--- config.mk ---
export PLATFORM = sky130hd
export DESIGN_NAME = ram_rd_streamer
export DESIGN_NICKNAME = d
export VERILOG_FILES = /design/src/rtl/ram_rd_streamer_pkg.sv /design/src/rtl/ram_rd_skid.sv /design/src/rtl/ram_rd_streamer.sv
export SDC_FILE = /design/constraint.sdc
export NUM_CORES = 1
export LEC_CHECK = 0
export ABC_AREA = 0
export CAP_MARGIN = 20
export CORE_ASPECT_RATIO = 0.9
export CORE_UTILIZATION = 50
export DETAILED_ROUTE_END_ITERATION = 6
export PLACE_DENSITY_LB_ADDON = 0.15
export SYNTH_ARGS = -nofsm -noshare
export SYNTH_HDL_FRONTEND = slang
export SYNTH_HIERARCHICAL = 1
export SYNTH_SLANG_ARGS = --single-unit
--- constraint.sdc ---
create_clock -name sys_clk -period 3.3 [get_ports sys_clk]
set_input_delay 0.66 -clock sys_clk [delete_from_list [all_inputs] [get_ports sys_clk]]
set_output_delay 0.66 -clock sys_clk [all_outputs]
set_load 0.01 [all_outputs]
--- src/rtl/ram_rd_streamer_pkg.sv ---
// Shared RAM definitions: default geometry and sequencer state encoding
// (common to the fill and read sequencers).
package ram_rd_streamer_pkg;

  localparam int unsigned RAM_ADDR_W = 8;
  localparam int unsigned RAM_DATA_W = 8;

  typedef enum logic [1:0] {
    ST_IDLE  = 2'd0,
    ST_READ  = 2'd1,
    ST_DRAIN = 2'd2,
    ST_DONE  = 2'd3
  } seq_state_e;

endpackage

--- src/rtl/ram_rd_skid.sv ---
// Two-entry skid FIFO between the RAM read port and the output stream.
// When empty, an arriving word is presented directly so it can leave in its capture cycle.
module ram_rd_skid #(
  parameter int unsigned W = 9
) (
  input  logic         clk,
  input  logic         rst,
  input  logic         in_valid,
  input  logic [W-1:0] in_data,
  input  logic         out_ready,
  output logic         out_valid,
  output logic [W-1:0] out_data,
  output logic [1:0]   count
);

  logic [W-1:0] mem [2];
  logic         rd_ptr;
  logic         wr_ptr;
  logic         empty;
  logic         push;
  logic         pop;

  assign empty     = (count == 2'd0);
  assign out_valid = !empty || in_valid;
  assign pop       = !empty && out_ready;
  // A word that bypasses an empty FIFO and is accepted at once is never stored.
  assign push      = in_valid && !(empty && out_ready);

  always_comb begin
    out_data = '0;
    if (!empty) begin
      out_data = mem[rd_ptr];
    end else if (in_valid) begin
      out_data = in_data;
    end
  end

  always_ff @(posedge clk) begin
    if (rst) begin
      mem[0] <= '0;
      mem[1] <= '0;
      rd_ptr <= 1'b0;
      wr_ptr <= 1'b0;
      count  <= 2'd0;
    end else begin
      if (push) begin
        mem[wr_ptr] <= in_data;
        wr_ptr      <= ~wr_ptr;
      end
      if (pop) begin
        rd_ptr <= ~rd_ptr;
      end
      count <= count + 2'(push) - 2'(pop);
    end
  end

endmodule

--- src/rtl/ram_rd_streamer.sv ---
// Sweeps an address range of the 1-cycle-latency RAM, streams the words over
// valid/ready and counts words that differ from the data==addr fill pattern.
module ram_rd_streamer
  import ram_rd_streamer_pkg::*;
#(
  parameter int unsigned ADDR_W = RAM_ADDR_W,
  parameter int unsigned DATA_W = RAM_DATA_W,
  parameter int unsigned ERR_W  = 9
) (
  input  logic              sys_clk,
  input  logic              sys_rst,
  input  logic              start,
  input  logic [ADDR_W-1:0] base_addr,
  input  logic [ADDR_W:0]   len,
  input  logic              chk_en,
  output logic              rd_en,
  output logic [ADDR_W-1:0] addr,
  input  logic [DATA_W-1:0] rdata,
  output logic [DATA_W-1:0] dout,
  output logic              dout_valid,
  input  logic              dout_ready,
  output logic              dout_last,
  output logic              busy,
  output logic              done,
  output logic [ERR_W-1:0]  err_cnt,
  output logic [ADDR_W-1:0] first_err
);

  seq_state_e        state;
  logic [ADDR_W:0]   remain;
  logic              inflight;
  logic              inflight_last;
  logic [ADDR_W-1:0] inflight_addr;
  logic [1:0]        skid_count;
  logic [DATA_W:0]   skid_out;
  logic [DATA_W-1:0] exp_data;
  logic              mismatch;
  logic              last_xfer;

  // Never more than two words owed downstream, so the skid FIFO cannot overflow.
  assign rd_en     = (state == ST_READ) &&
                     (({1'b0, skid_count} + {2'b00, inflight}) < 3'd2);
  assign exp_data  = DATA_W'(inflight_addr);
  assign mismatch  = inflight && chk_en && (rdata != exp_data);
  assign dout      = skid_out[DATA_W-1:0];
  assign dout_last = skid_out[DATA_W];
  assign last_xfer = dout_valid && dout_ready && dout_last;

  ram_rd_skid #(
    .W (DATA_W + 1)
  ) u_skid (
    .clk       (sys_clk),
    .rst       (sys_rst),
    .in_valid  (inflight),
    .in_data   ({inflight_last, rdata}),
    .out_ready (dout_ready),
    .out_valid (dout_valid),
    .out_data  (skid_out),
    .count     (skid_count)
  );

  always_ff @(posedge sys_clk) begin
    if (sys_rst) begin
      state         <= ST_IDLE;
      busy          <= 1'b0;
      done          <= 1'b0;
      addr          <= '0;
      remain        <= '0;
      inflight      <= 1'b0;
      inflight_last <= 1'b0;
      inflight_addr <= '0;
      err_cnt       <= '0;
      first_err     <= '0;
    end else begin
      inflight      <= rd_en;
      inflight_last <= rd_en && (remain == (ADDR_W+1)'(1));
      inflight_addr <= addr;

      if (mismatch) begin
        if (err_cnt != '1) begin
          err_cnt <= err_cnt + ERR_W'(1);
        end
        if (err_cnt == '0) begin
          first_err <= inflight_addr;
        end
      end

      case (state)
        ST_IDLE: begin
          done <= 1'b0;
          if (start) begin
            addr      <= base_addr;
            remain    <= len;
            err_cnt   <= '0;
            first_err <= '0;
            busy      <= 1'b1;
            if (len == '0) begin
              state <= ST_DONE;
              done  <= 1'b1;
            end else begin
              state <= ST_READ;
            end
          end
        end
        ST_READ: begin
          if (rd_en) begin
            addr   <= addr + ADDR_W'(1);
            remain <= remain - (ADDR_W+1)'(1);
            if (remain == (ADDR_W+1)'(1)) begin
              state <= ST_DRAIN;
            end
          end
        end
        ST_DRAIN: begin
          if (last_xfer) begin
            state <= ST_DONE;
            done  <= 1'b1;
          end
        end
        ST_DONE: begin
          state <= ST_IDLE;
          done  <= 1'b0;
          busy  <= 1'b0;
        end
        default: state <= ST_IDLE;
      endcase
    end
  end

endmodule

==> summary.txt, run 1 <==
Finish
  • Fin util: 65.5%
  • Layout Cells excl Fill: 556
  • Fill cells: 597
  • Fin nets: 501
  • Multi-input gate area in the final layout: 1920 um^2
  • Reg area: 1600 um^2
  • Share of cells above drive strength 1: 7.56%
  • Area delta synth->final: 26.4%
  • Antenna cells: 0
  • Final Cell Area: 4610 um^2

Timing
  • Tcrit/Tclk final: 85.8%
  • Max Slew Vio Count: 0
  • Max-slew headroom: 54.0%
  • Setup tns final: 0 ns
  • RSZ-0062 raised after global routing: false
  • Worst clock skew: 0.00634 ns
  • Fin crit period: 2.83 ns
  • Peak Freq: 353 MHz
  • Final hold vios: 0
  • Worst setup margin: 0.470 ns
  • Least-Margin Pin Slew: 0.690 ns
  • WHS: 0.479 ns
  • Final setup viols: 0

Pwr
  • Total power per unit cell area: 753 nW/um^2
  • Lkg Pwr: 1.76 nW
  • Total Power: 3.47 mW
  • VDD IR max: 0.410 mV

Critical path
  • CP startpoint kind: flip-flop
  • Worst-path maximum fanout: 18
  • Setup slack, reg-to-reg: 1.16 ns
  • WP data arrival: 2.17 ns
  • WS Path Type: reg2out
  • Worst Path Required: 2.64 ns
  • Setup crit end kind: output port

Drt
  • DR vias/cell: 5.50
  • Drt pass-1 iters: 4
  • Drt drc: 0
  • DRT iter0 DRCs: 185
  • Wire per inst: 15.3 um
  • Via count: 3056
  • Total wire length: 8490 um
  • Post-route ant nets: 0

Synthesis
  • Synth Flop Type: dfxtp_1
  • Synthesized Nets: 433
  • EDFF count, synth: 18
  • Seq/Total Area, Yosys: 43.9%
  • Seq cells post-synth: 71
  • Yosys synthesis warning count: 6
  • Fraction of registers with async set/reset: 0%
  • Cells after synthesis: 390
  • Mapped Area: 3650 um^2
  • Syn_area_per_cell: 9.36 um^2
  • Netlist cell types: 58

Clock network
  • H-tree depth: 3
  • Clk pin slew, worst setup/hold paths: 0.08 ns
  • Clock Tree Root: clkbuf_8
  • Clock Path Buffers: 2
  • TritonCTS clock tree: built
  • Setup Buffers After CTS: 0
  • Post-CTS Hold Buffers: 0
  • Post-cts sizing count: 0
  • TritonCTS Buffers: 9
  • Clock Latency Late Sink: 0.34 ns
  • Clock sink count: 71

Floorplanning
  • Starting Density: 51.8%
  • Cell Rows: 29
  • Num ports: 68
  • Die Ht: 83.0 um
  • Die area: 7640 um^2
  • Core box area: 7040 um^2
  • Die width: 92.0 um

Placed design
  • Dpl ws: 0.369 ns
  • Dpl cells: 539
  • I/O Buffers: 67
  • GPL Wtd Cong: 0.849
  • Placement Cell Area: 4400 um^2
  • Post-DP HPWL: 5850 um

Status
  • Status: completed

GRT
  • Vias in the first global route: 2833
  • First-pass GRT wire length: 14200 um
  • Largest net degree at the start of global routing: 41
  • Grt total ovfl: 0
  • Initial antenna violation count: 0
  • Tot GR Track Use: 23.7%

Min path
  • Worst hold path class: reg2reg

Flow run
  • Max-Cap Viols: 0
-- final timing paths --
path	start	to	depth (start not counted)
max	u_skid/count[1]	dout[7]	4
min	busy	busy	2
max reg2reg	state[1]	state[1]	7
min reg2reg	busy	busy	2
-- power breakdown --
part / leakage, nW / switching [mW] / internal, mW
logic: 1.05 / 0.807 / 0.678
clock network: 0.0932 / 0.328 / 0.369
registers: 0.619 / 0.222 / 1.07
-- logic make-up after synthesis --
logic type | after synthesis | synth area share, %
xor+xnor | 10 | 2.40
fa+ha+maj | 13 | 4.46
buf+inv | 31 | 3.43
flops | 71 | 43.9
mux | 21 | 5.76
simple gates | 159 | 24.6
compound gates | 85 | 15.5
-- Yosys cell counts (2+ instances only) --
library cell	number	share of area (%)
dfxtp_1	53	29
nor2_1	33	3.4
nand2_1	26	2.7
o21ai_0	22	3.0
and2_1	21	3.6
mux2i_1	21	5.8
nand3_1	19	2.6
edfxtp_1	18	15
a21oi_1	17	2.3
nor2b_1	16	2.7
inv_1	14	1.4
ha_1	13	4.5
clkbuf_1	11	1.1
xor2_1	10	2.4
a211oi_1	9	1.9
a31oi_1	6	1.0
nor4_1	6	1.0
a21o_1	5	1.0
and3_1	5	0.86
nand2b_1	5	0.86
nor3_1	5	0.69
a41o_1	4	1.1
nand4_1	4	0.69
buf_2	3	0.41
o31ai_1	3	0.62
or3_1	3	0.51
a22oi_1	2	0.41
a311oi_1	2	0.48
nor4_2	2	0.69
nor4b_1	2	0.48
o22ai_1	2	0.34
or4_4	2	0.62
-- cell usage in the layout, fill, tap and decap left out, types with 3 or more instances in the layout --
cell and n:
clkdlybuf4s50_1 67, nor3_1 5, nand4_1 4, and2_1 21
buf_4 6, a211oi_1 9, ha_1 13, a31oi_1 6
mux2i_1 21, nand2b_1 5, a41o_1 4, or3_1 3
o31ai_1 3, and3_1 5, xor2_1 10, dfxtp_1 53
a21o_1 5, nand2_1 26, edfxtp_1 18, inv_1 14
nand3_1 19, nor2_1 33, o21ai_0 22, clkbuf_8 10
nor2b_1 16, nor4_1 6, a21oi_1 17
-- routing by layer --
metal	track usage (%)	part of all wire [%]	up-vias
li1	-	-	1537
met1	33.2	46	1436
met2	35.7	48	77
met3	6.41	5.4	6
met4	6.82	0.85	0
met5	0	0	-
-- layout make-up --
cell class              count  share of cell area (%)
flip-flops and latches     71                    34.7
inverters                  15                    1.22
clock buffers              11                    3.07
multi-input cells         288                    41.7
repair buffers             73                    15.5
well taps                  93                    2.52
clock inverters             5                    1.25
-- critical path, stage by stage, from the launching register on --
cell	delay (ns)
dfxtp_1	0.41
nor2_2	0.53
nand3_1	0.18
o21ai_0	0.14
clkdlybuf4s50_1	0.57
-- registers in the layout, indices dropped and copies added (netlist names), named ones only --
signal	flops
u_skid/mem	18
err_cnt	9
remain	9
addr	8
exp_data	8
first_err	8
state	2
u_skid/count	2
busy	1
done	1
inflight	1
inflight_last	1
u_skid/rd_ptr	1
u_skid/wr_ptr	1
Note: power is estimated with default switching activity, not from simulation.
==> inputs of run 2 (changes only) <==
Settings changed: SKIP_LAST_GASP set to 1.
==> results of run 2 <==
Same layout as run 1: the final DEF is identical, and so are final timing and power.
